==> src/rtl/lector_display_7seg_pkg.sv <==
// Shared definitions for the 7-segment display reader: segment patterns, blank pattern, FSM states.
// Latency: none (constants and types only).
// Backpressure: not applicable.
//
// Segment patterns are {a,b,c,d,e,f,g}, bit 6 = a, active-low (0 = segment lit).
// These are the same constants the binary-to-7-segment decoder drives.
package paquete_7seg;

    localparam logic [6:0] SEG_0      = 7'h01;
    localparam logic [6:0] SEG_1      = 7'h4F;
    localparam logic [6:0] SEG_2      = 7'h12;
    localparam logic [6:0] SEG_3      = 7'h06;
    localparam logic [6:0] SEG_4      = 7'h4C;
    localparam logic [6:0] SEG_5      = 7'h24;
    localparam logic [6:0] SEG_6      = 7'h20;
    localparam logic [6:0] SEG_7      = 7'h0F;
    localparam logic [6:0] SEG_8      = 7'h00;
    localparam logic [6:0] SEG_9      = 7'h0C;
    localparam logic [6:0] SEG_A      = 7'h08;
    localparam logic [6:0] SEG_B      = 7'h60;
    localparam logic [6:0] SEG_C      = 7'h31;
    localparam logic [6:0] SEG_D      = 7'h42;
    localparam logic [6:0] SEG_E      = 7'h30;
    localparam logic [6:0] SEG_F      = 7'h38;
    localparam logic [6:0] SEG_BLANCO = 7'h7F;

    typedef enum logic [1:0] {
        REPOSO  = 2'd0,
        RECOGE  = 2'd1,
        PUBLICA = 2'd2
    } estado_t;

endpackage

==> src/rtl/lector_display_7seg_if.sv <==
// Bus between the display-sniffing pins / consumer logic and the 7-segment reader.
// Latency: none (wires only).
// Backpressure: none; o_Valido / o_Error are single-cycle pulses the consumer must take.
//
// Ports: i_Segmentos (7, active-low segments), i_Digitos (N_DIGITOS, active-low enables),
// i_Habilitar (capture enable), o_Valor (4*N_DIGITOS), o_Valido, o_Error, o_Invalidos (N_DIGITOS).
// master = the side driving the pins and reading results; slave = the reader itself.
interface lector_display_7seg_if #(
    parameter int N_DIGITOS = 4
);
    logic [6:0]             i_Segmentos;
    logic [N_DIGITOS-1:0]   i_Digitos;
    logic                   i_Habilitar;
    logic [4*N_DIGITOS-1:0] o_Valor;
    logic                   o_Valido;
    logic                   o_Error;
    logic [N_DIGITOS-1:0]   o_Invalidos;

    modport master (
        output i_Segmentos, i_Digitos, i_Habilitar,
        input  o_Valor, o_Valido, o_Error, o_Invalidos
    );

    modport slave (
        input  i_Segmentos, i_Digitos, i_Habilitar,
        output o_Valor, o_Valido, o_Error, o_Invalidos
    );
endinterface

==> src/rtl/lector_display_7seg_codificador.sv <==
// Converts one active-low 7-segment pattern back to a hex nibble, flagging unknown patterns.
// Latency: combinational.
// Backpressure: none.
//
// Ports: patron (7, in), nibble (4, out), invalido (1, out).
// Unknown patterns, including blank, give nibble 0 with invalido set.
module codificador_7seg_binario
    import paquete_7seg::*;
(
    input  logic [6:0] patron,
    output logic [3:0] nibble,
    output logic       invalido
);
    always_comb begin
        nibble   = 4'h0;
        invalido = 1'b0;
        case (patron)
            SEG_0:   nibble = 4'h0;
            SEG_1:   nibble = 4'h1;
            SEG_2:   nibble = 4'h2;
            SEG_3:   nibble = 4'h3;
            SEG_4:   nibble = 4'h4;
            SEG_5:   nibble = 4'h5;
            SEG_6:   nibble = 4'h6;
            SEG_7:   nibble = 4'h7;
            SEG_8:   nibble = 4'h8;
            SEG_9:   nibble = 4'h9;
            SEG_A:   nibble = 4'hA;
            SEG_B:   nibble = 4'hB;
            SEG_C:   nibble = 4'hC;
            SEG_D:   nibble = 4'hD;
            SEG_E:   nibble = 4'hE;
            SEG_F:   nibble = 4'hF;
            default: invalido = 1'b1;
        endcase
    end
endmodule

==> src/rtl/lector_display_7seg.sv <==
// Reads a multiplexed common-anode 7-segment display back into an N-digit binary value.
// Latency: pattern steady from edge t captured at t+2+ESTABLE; o_Valido one cycle after the completing capture.
// Backpressure: none; results are one-cycle pulses, o_Valor holds the last completed frame.
//
// Ports: i_Clk, i_Reset_n (async, active-low), bus (slave modport: pins in, o_Valor/o_Valido/o_Error/o_Invalidos out).
module lector_display_7seg
    import paquete_7seg::*;
#(
    parameter int N_DIGITOS = 4,
    parameter int ESTABLE   = 4,
    parameter int TIMEOUT   = 65536
) (
    input  logic                  i_Clk,
    input  logic                  i_Reset_n,
    lector_display_7seg_if.slave  bus
);
    localparam int AN_EST = $clog2(ESTABLE + 1);
    localparam int AN_TO  = $clog2(TIMEOUT);
    localparam logic [AN_EST-1:0] EST_ULT = AN_EST'(ESTABLE - 1);
    localparam logic [AN_EST-1:0] EST_MAX = AN_EST'(ESTABLE);
    localparam logic [AN_TO-1:0]  TO_ULT  = AN_TO'(TIMEOUT - 1);

    logic [6:0]             seg_m, seg_s, seg_prev;
    logic [N_DIGITOS-1:0]   dig_m, dig_s, dig_prev;
    logic [AN_EST-1:0]      cnt_est;
    logic                   armado;
    logic                   cambio, un_solo, captura;
    logic [N_DIGITOS-1:0]   activo;
    logic [3:0]             nibble;
    logic                   invalido;

    estado_t                estado;
    logic [AN_TO-1:0]       cnt_trama;
    logic [4*N_DIGITOS-1:0] sombra, sombra_act, sombra_limpia;
    logic [N_DIGITOS-1:0]   inv_sh, inv_act, inv_limpia;
    logic [N_DIGITOS-1:0]   mascara, mascara_act, mascara_limpia;

    assign activo  = ~dig_s;
    assign cambio  = (seg_s != seg_prev) || (dig_s != dig_prev);
    assign un_solo = (activo != '0) && ((activo & (activo - 1'b1)) == '0);
    // Fires on the edge where the stability count reaches ESTABLE, so each
    // stable activation yields at most one capture; armado guards re-entry.
    assign captura = !cambio && (cnt_est == EST_ULT) && un_solo && armado;

    // Synchronizers reset to all ones so the reader starts with nothing lit and no digit enabled.
    always_ff @(posedge i_Clk or negedge i_Reset_n) begin
        if (!i_Reset_n) begin
            seg_m    <= '1;
            seg_s    <= '1;
            seg_prev <= '1;
            dig_m    <= '1;
            dig_s    <= '1;
            dig_prev <= '1;
            cnt_est  <= '0;
            armado   <= 1'b0;
        end else begin
            seg_m    <= bus.i_Segmentos;
            seg_s    <= seg_m;
            seg_prev <= seg_s;
            dig_m    <= bus.i_Digitos;
            dig_s    <= dig_m;
            dig_prev <= dig_s;
            if (cambio) begin
                cnt_est <= '0;
                armado  <= 1'b1;
            end else begin
                if (cnt_est != EST_MAX) begin
                    cnt_est <= cnt_est + 1'b1;
                end
                if (captura) begin
                    armado <= 1'b0;
                end
            end
        end
    end

    codificador_7seg_binario u_codificador (
        .patron   (seg_s),
        .nibble   (nibble),
        .invalido (invalido)
    );

    // "_act" keeps the current frame and adds this cycle's capture;
    // "_limpia" starts a new frame but still keeps a capture landing on the same edge.
    always_comb begin
        sombra_act     = sombra;
        inv_act        = inv_sh;
        mascara_act    = mascara;
        sombra_limpia  = '0;
        inv_limpia     = '0;
        mascara_limpia = '0;
        for (int k = 0; k < N_DIGITOS; k++) begin
            if (captura && activo[k]) begin
                sombra_act[4*k +: 4]    = nibble;
                sombra_limpia[4*k +: 4] = nibble;
                inv_act[k]              = invalido;
                inv_limpia[k]           = invalido;
                mascara_act[k]          = 1'b1;
                mascara_limpia[k]       = 1'b1;
            end
        end
    end

    always_ff @(posedge i_Clk or negedge i_Reset_n) begin
        if (!i_Reset_n) begin
            estado          <= REPOSO;
            cnt_trama       <= '0;
            sombra          <= '0;
            inv_sh          <= '0;
            mascara         <= '0;
            bus.o_Valor     <= '0;
            bus.o_Valido    <= 1'b0;
            bus.o_Error     <= 1'b0;
            bus.o_Invalidos <= '0;
        end else begin
            bus.o_Valido <= 1'b0;
            bus.o_Error  <= 1'b0;
            case (estado)
                REPOSO: begin
                    sombra    <= '0;
                    inv_sh    <= '0;
                    mascara   <= '0;
                    cnt_trama <= '0;
                    if (bus.i_Habilitar) begin
                        estado <= RECOGE;
                    end
                end
                RECOGE: begin
                    if (&mascara) begin
                        estado          <= PUBLICA;
                        bus.o_Valor     <= sombra;
                        bus.o_Invalidos <= inv_sh;
                        bus.o_Valido    <= 1'b1;
                        bus.o_Error     <= |inv_sh;
                        sombra          <= sombra_limpia;
                        inv_sh          <= inv_limpia;
                        mascara         <= mascara_limpia;
                    end else if (!bus.i_Habilitar) begin
                        // Partial frame is dropped silently.
                        estado    <= REPOSO;
                        sombra    <= '0;
                        inv_sh    <= '0;
                        mascara   <= '0;
                        cnt_trama <= '0;
                    end else if (cnt_trama == TO_ULT) begin
                        bus.o_Error <= 1'b1;
                        cnt_trama   <= '0;
                        sombra      <= sombra_limpia;
                        inv_sh      <= inv_limpia;
                        mascara     <= mascara_limpia;
                    end else begin
                        cnt_trama <= cnt_trama + 1'b1;
                        sombra    <= sombra_act;
                        inv_sh    <= inv_act;
                        mascara   <= mascara_act;
                    end
                end
                PUBLICA: begin
                    estado    <= RECOGE;
                    cnt_trama <= '0;
                    sombra    <= sombra_act;
                    inv_sh    <= inv_act;
                    mascara   <= mascara_act;
                end
                default: begin
                    estado <= REPOSO;
                end
            endcase
        end
    end
endmodule

==> src/flat_wrapper.sv <==
// flat-port wrapper written by rule: the top's interface ports become plain ports
module lector_display_7seg_flat import paquete_7seg::*;
#(
    parameter int N_DIGITOS = 4,
    parameter int ESTABLE   = 4,
    parameter int TIMEOUT   = 65536
)
  (i_Clk, i_Reset_n, bus_i_Segmentos, bus_i_Digitos, bus_i_Habilitar, bus_o_Valor, bus_o_Valido, bus_o_Error, bus_o_Invalidos);
  lector_display_7seg_if #(.N_DIGITOS(N_DIGITOS)) bus_i ();
  input  logic i_Clk;
  input  logic i_Reset_n;
  input wire logic [$bits(bus_i.i_Segmentos)-1:0] bus_i_Segmentos;
  input wire logic [$bits(bus_i.i_Digitos)-1:0] bus_i_Digitos;
  input wire logic [$bits(bus_i.i_Habilitar)-1:0] bus_i_Habilitar;
  output wire logic [$bits(bus_i.o_Valor)-1:0] bus_o_Valor;
  output wire logic [$bits(bus_i.o_Valido)-1:0] bus_o_Valido;
  output wire logic [$bits(bus_i.o_Error)-1:0] bus_o_Error;
  output wire logic [$bits(bus_i.o_Invalidos)-1:0] bus_o_Invalidos;
  assign bus_i.i_Segmentos = bus_i_Segmentos;
  assign bus_i.i_Digitos = bus_i_Digitos;
  assign bus_i.i_Habilitar = bus_i_Habilitar;
  assign bus_o_Valor = bus_i.o_Valor;
  assign bus_o_Valido = bus_i.o_Valido;
  assign bus_o_Error = bus_i.o_Error;
  assign bus_o_Invalidos = bus_i.o_Invalidos;
  lector_display_7seg #(.N_DIGITOS(N_DIGITOS), .ESTABLE(ESTABLE), .TIMEOUT(TIMEOUT)) u_core (.i_Clk(i_Clk), .i_Reset_n(i_Reset_n), .bus(bus_i));
endmodule
==> config.mk <==
export PLATFORM = sky130hd
export DESIGN_NAME = lector_display_7seg_flat
export DESIGN_NICKNAME = d
export VERILOG_FILES = /design/src/rtl/lector_display_7seg_pkg.sv /design/src/rtl/lector_display_7seg_if.sv /design/src/rtl/lector_display_7seg_codificador.sv /design/src/rtl/lector_display_7seg.sv /design/src/flat_wrapper.sv
export SDC_FILE = /design/constraint.sdc
export NUM_CORES = 1
export LEC_CHECK = 0
export BUFFER_PORTS_ARGS = -buffer_cell sky130_fd_sc_hd__buf_2
export CAP_MARGIN = 20
export CORE_ASPECT_RATIO = 0.6
export CORE_UTILIZATION = 40
export CTS_CLUSTER_DIAMETER = 80
export CTS_CLUSTER_SIZE = 30
export DETAILED_ROUTE_END_ITERATION = 6
export GPL_TIMING_DRIVEN = 0
export SLEW_MARGIN = 20
export SYNTH_ARGS = -nofsm -noshare
export SYNTH_HDL_FRONTEND = slang
export SYNTH_SLANG_ARGS = --single-unit
==> constraint.sdc <==
create_clock -name i_Clk -period 3.9 [get_ports i_Clk]
set_input_delay 0.39 -clock i_Clk [delete_from_list [all_inputs] [get_ports i_Clk]]
set_output_delay 0.39 -clock i_Clk [all_outputs]
set_load 0.01 [all_outputs]
Yosys cells after proc, flatten, opt, wreduce, memory -nomap -nowiden
Cells that the tools add are included.
W data, S select, Z words.
{"block": "word_totals", "register_bits": 101, "output_inout_bits": 22, "word_cells": 128}
{"block": "classes", "addsub": 3, "eq_ne": 25, "muxes": 56, "bitwise": 2, "reduce_logical": 25}
{"operator": "$mux W16", "count": 6}
{"operator": "$pmux W4 S15", "count": 1}
{"operator": "$mux W4", "count": 14}
{"operator": "$pmux W16 S3", "count": 1}
{"operator": "$eq A7 B6 Y1 const B", "count": 5}
{"operator": "$pmux W16 S2", "count": 1}
{"operator": "$eq A7 B7 Y1 const B", "count": 4}
{"operator": "$mux W1", "count": 25}
{"operator": "$pmux W4 S3", "count": 2}
{"operator": "$eq A7 B4 Y1 const B", "count": 3}
{"operator": "$add A16 B1 Y16 const B", "count": 1}
{"operator": "$eq A16 B16 Y1 const B", "count": 1}
{"operator": "$reduce_or A16 Y1", "count": 1}
{"operator": "$logic_and A1 B1 Y1", "count": 8}
{"operator": "$eq A7 B1 Y1 const B", "count": 1}
{"operator": "$eq A7 B3 Y1 const B", "count": 1}
{"operator": "$eq A7 B5 Y1 const B", "count": 1}
{"operator": "$logic_not A7 Y1", "count": 1}
{"operator": "$ne A7 B7 Y1", "count": 1}
{"operator": "$mux W2", "count": 3}
{"operator": "$mux W3", "count": 2}
{"operator": "$pmux W2 S3", "count": 1}
{"operator": "$reduce_bool A2 Y1", "count": 3}
{"operator": "$reduce_and A5 Y1", "count": 1}
{"operator": "other kinds (21)", "count": 23}

Depth between registers and ports, before layout
{"block": "depth", "word_depth": 13, "ltp_mapped": 8, "ltp_nobuf": 7}

By module
From an unflattened synthesis, not the netlist that was laid out.
{"block": "unflattened", "cells_unflattened": 452, "hier_area_um2": 4889.7}
{"module": "lector_display_7seg", "n_inst": 1, "cells_per_inst": 389, "area_each_um2": 4484.3, "seq_area_each_um2": 2568.7}
{"module": "codificador_7seg_binario", "n_inst": 1, "cells_per_inst": 63, "area_each_um2": 405.4, "seq_area_each_um2": 0.0}

Worst setup path after synthesis
OpenSTA, ideal clock, no wires.
{"block": "synth_timing", "path_kind": "flip-flop to flip-flop", "start": "reg u_core.cnt_trama[0]", "end": "reg u_core.inv_sh[3]", "setup_ps": 77, "arrival_ps": 1811, "setup_slack_ps": 2012, "path_stages_with_launch": 8, "path_buffers": 1, "path_cell_list": "dfrtp_1 > ha_1 > and4_1 > and4bb_2 > o21ai_1 > clkbuf_1 > o311ai_1 > o21ai_1"}
{"block": "synth_between", "elab_chain_len": 5}
{"item": "start: declaration", "line": "lector_display_7seg.sv:33", "rtl": "logic [AN_TO-1:0] cnt_trama;"}
{"item": "start signal: assignment", "line": "lector_display_7seg.sv:152", "rtl": "cnt_trama <= cnt_trama + 1'b1;"}
{"item": "$eq A16 B16 Y1", "line": "lector_display_7seg.sv:145", "rtl": "end else if (cnt_trama == TO_ULT) begin"}
{"item": "$mux W4", "line": "lector_display_7seg.sv:145"}
{"item": "$mux W4", "line": "lector_display_7seg.sv:138", "rtl": "end else if (!bus.i_Habilitar) begin"}
{"item": "$mux W4", "line": "lector_display_7seg.sv:129", "rtl": "if (&mascara) begin"}
{"item": "$pmux W4 S3", "line": "lector_display_7seg.sv:118", "rtl": "case (estado)"}
{"item": "end signal: assignment", "line": "lector_display_7seg.sv:136", "rtl": "inv_sh <= inv_limpia;"}
{"item": "end signal: assignment", "line": "lector_display_7seg.sv:149", "rtl": "inv_sh <= inv_limpia;"}
{"item": "end signal: assignment", "line": "lector_display_7seg.sv:154", "rtl": "inv_sh <= inv_act;"}
{"item": "end: declaration", "line": "lector_display_7seg.sv:35", "rtl": "logic [N_DIGITOS-1:0] inv_sh, inv_act, inv_limpia;"}
Every way passes these cells.
A chain may end at the register's enable or synchronous reset.

Final worst setup path
{"block": "layout_timing", "start": "reg u_core.estado[0]", "end": "reg u_core.inv_sh[2]"}
{"block": "layout_between", "elab_chain_len": 2, "elab_cells_between_ends": 5}
{"item": "start: declaration", "line": "lector_display_7seg.sv:32", "rtl": "estado_t estado;"}
{"item": "start signal: assignment", "line": "lector_display_7seg.sv:106", "rtl": "estado <= REPOSO;"}
{"item": "start signal: assignment", "line": "lector_display_7seg.sv:125", "rtl": "estado <= RECOGE;"}
{"item": "start signal: assignment", "line": "lector_display_7seg.sv:130", "rtl": "estado <= PUBLICA;"}
{"item": "$eq A2 B2 Y1, or another cell as far along", "line": "lector_display_7seg.sv:118"}
{"item": "$pmux W4 S3 / $reduce_bool A3 Y1 (equally long branches)"}
Several ways; a longest one is shown, not always the timed one.

==> impl_metrics.toml <==
[pwr]
cellPowerDensity_mw_per_mm2 = 432
leakage_nw = 2.25
vdd_drop_max_mv = 0.207

[floorplan]
die_w_um = 138
start_util_pct = 41.6
die_y_um = 83.8
io_pins = 36
core_area_sq_mm = 0.0107
num_rows = 29
dieArea_sq_mm = 0.0116

[routing]
routed_wl_mm = 9.11
drt_iter0_drc = 219
drc = 4
drtPass1Iterations = 6
avgRoutedWirePerCell_um = 16.2
num_vias = 3042
ant_nets = 0
vias_per_cell = 5.39

[sta]
setup_viol = 0
relSlewSlack_pct = 56.5
tightest_slew_ps = 650
skew_ps = 7.64
finalHoldViolCount = 0
finalCritPeriodShare_pct = 60.6
setup_tns_ps = 0
slew_violations = 0
finalWorstSetupSlack_ps = 1540
whs_ps = 133
fmax_mhz = 423
final.min_clock_period_ps = 2360
rsz0062_at_grt = "false"

[cells_and_area]
drive_gt1_share_pct = 30.1
multi_input_area_sq_mm = 0.00174
area_delta_synth_final_pct = 15.8
stdcell_count = 564
seq_area_sq_mm = 0.00257
fillers = 959
n_antenna_cell = 0
final_nets = 442

[min_path]
holdCritPathClass = "in -> reg"
min_to = "u_core.seg_m[6]$_DFF_PN1_"
worstHoldStart = "bus_i_Segmentos[6]"
whs_path_depth = 1

[yosys]
ys.flop_type = "dfrtp_1"
yosysUniqueCellTypes = 54
yosys.area.top_type_share_pct = 38.2
postSynth.asyncResetShare_pct = 100
syn_area_sq_mm = 0.00446
synth_cells = 372
synthTopCellsByArea = "dfrtp_1 (38%), dfstp_2 (19%), mux2_2 (5.1%)"
ys_seq_elements = 101
yosys.area.top_type = "dfrtp_1"
yosysMostFrequentCell = "dfrtp_1"
yosysSeqAreaShare_pct = 57.6
synth_edf_count = 0
syn_avg_cell_area_sq_um = 12.0
yosysWarningCount = 0
synth_nets = 394
synth_common_cells = "dfrtp_1 (68), dfstp_2 (33), nand2_1 (23)"

[setup_path]
path_cells = "ha_1 -> clkbuf_1 -> nor2b_1 -> nand4_1 -> o21ai_1 -> clkbuf_1 -> o311ai_1 -> o21ai_1"
timing.rr.end = "u_core.inv_sh[2]$_DFFE_PN0P_"
r2r_cells = 8
crit_required_ps = 4170
endpoint_kind = "flop"
critPathSlowestCell = "clkbuf_1"
crit_cells = 8
critical-path-max-stage-delay_ps = 430
critPathBufInv = 2
arrival_ps = 2640
cp_max_fo = 10
worstSetupPathType = "reg -> reg"
regToRegSetupSlack_ps = 1540
start_kind = "flop"
r2r_start = "u_core.estado[0]$_DFFE_PN0P_"
path_delay_family = "compound AO/OA/AOI/OAI gates"

[cts]
clkLatencyLatePin_ps = 350
cts_setup_buffers = 0
htreeDepth = 3
cts_root_buf = "clkbuf_16"
cts_tree = "yes"
cts_made_buffers = 9
clk_pin_slew_ps = 70
clock-sinks = 101
cts_buffer_depth = 2

[outcome]
outcome = "finished, violations left"
violations = "design-rule violations"

[global_route]
grt_pass1_vias = 2974
grt_pass1_wl_mm = 15.4
grt_antenna_before_repair = 0
grt-ovfl-total = 0
grt_usage_pct = 17.2
grt_max_degree = 72

[placement]
numPortBuffers = 35
post-dp-hpwl_mm = 6.38
dp_cells = 547
dp_slack_ps = 1580
routabilityCongestion = 0.807

[flow_run]
cap_violations = 0
where the power goes:
| part | switching (mW) | internal, mW |
|---|---|---|
| sequential | 0.0197 | 1.09 |
| clock | 0.426 | 0.489 |
| combinational | 0.137 | 0.0684 |
| total | 0.583 | 1.64 |
flip-flops by register name (all words and copies together), names as in the netlist, 2 cells and up:
register                flops
u_core.bus.o_Invalidos      4
u_core.bus.o_Valor         16
u_core.cnt_est              3
u_core.cnt_trama           16
u_core.dig_m                4
u_core.dig_prev             4
u_core.dig_s                4
u_core.estado               2
u_core.inv_sh               4
u_core.mascara              4
u_core.seg_m                7
u_core.seg_prev             7
u_core.seg_s                7
u_core.sombra              16
per-stage QoR:
stage / utilization (%) / cell area [sq um] / power, mW
after floorplan: - / 4460 / 1.26
after global placement: 44.9 / 4810 / 1.32
after global routing: 48.2 / 5160 / 2.33
after CTS: 48.2 / 5160 / 2.26
final: 48.2 / 5160 / 2.23
after detailed placement: 45.2 / 4840 / 1.33
cell usage in the layout, fill, tap and decap left out, types with 2 or more instances in the layout:
master     netlist  final
buf_6            2      3
mux2_2          20     20
nand4b_1         3      3
o31ai_1          2      2
a31oi_1          3      3
nand3b_1         3      3
inv_6            0      5
o41ai_1          2      2
or4_1            2      2
and3_1           2      2
o21ai_0         10     10
clkbuf_2         2      2
nor2_1          19     19
nor2b_1          2      2
a21o_1           2      2
dfstp_2         33     33
a21oi_1          8      8
nand2b_1         4      4
o311ai_1        20     20
clkbuf_1        12     12
buf_2            6     40
xor2_1          18     18
inv_1            9      9
nand4_1          8      8
nand3_1         11     11
nand2_1         23     23
nor3b_1          3      3
or3_4            4      4
dfrtp_1         68     68
clkbuf_16        0     10
and4_1           4      4
o22ai_1          3      3
o21ai_1         21     21
nor4_4           2      2
xnor2_1          8      8
ha_1             8      8
nor3_1           6      6
repair_timing:
action,CTS,global route
resized for setup,0,0
endpoints found under the hold margin,30,0
hold buffers,1,0
routing by layer:
metal,part of all wire [%],GRT usage (%),up-vias
li1,-,-,1451
met1,52,25.7,1503
met2,41,23.9,77
met3,5.4,4.19,11
met4,1.4,6.54,0
met5,0,0,-
cell type report:
type,instances,area share (%)
multi-input cells,239,33.7
inverters,9,0.655
plain buffers,23,2.23
clock buffers,10,4.85
well taps,139,3.37
clock inverters,6,1.16
repair buffers,37,4.24
flip-flops and latches,101,49.8
worst max path at each step:
stage / startpoint / endpoint / slack [ps]
final: u_core.estado[0]$_DFFE_PN0P_ / u_core.inv_sh[2]$_DFFE_PN0P_ / 1540
after global routing: u_core.estado[0]$_DFFE_PN0P_ / u_core.sombra[8]$_DFFE_PN0P_ / 1280
after CTS: u_core.estado[0]$_DFFE_PN0P_ / u_core.sombra[10]$_DFFE_PN0P_ / 1570
after detailed placement: u_core.estado[0]$_DFFE_PN0P_ / u_core.sombra[10]$_DFFE_PN0P_ / 1580
after global placement: i_Reset_n / u_core.armado$_DFFE_PN0P_ / 1450
after floorplan: u_core.cnt_trama[0]$_DFFE_PN0P_ / u_core.inv_sh[3]$_DFFE_PN0P_ / 2010
logic make-up after synthesis:
kind of cell / Yosys count / synth area share (%)
and+or+nand+nor: 104 / 14.1
DFF: 101 / 57.6
adders and majority gates: 8 / 2.25
AOI/OAI and AO/OA: 80 / 12.3
muxes: 21 / 5.28
xor gates and xnor gates: 26 / 5.11
buffers and inverters: 32 / 3.34
No activity file was read; power rests on OpenSTA's default activity.
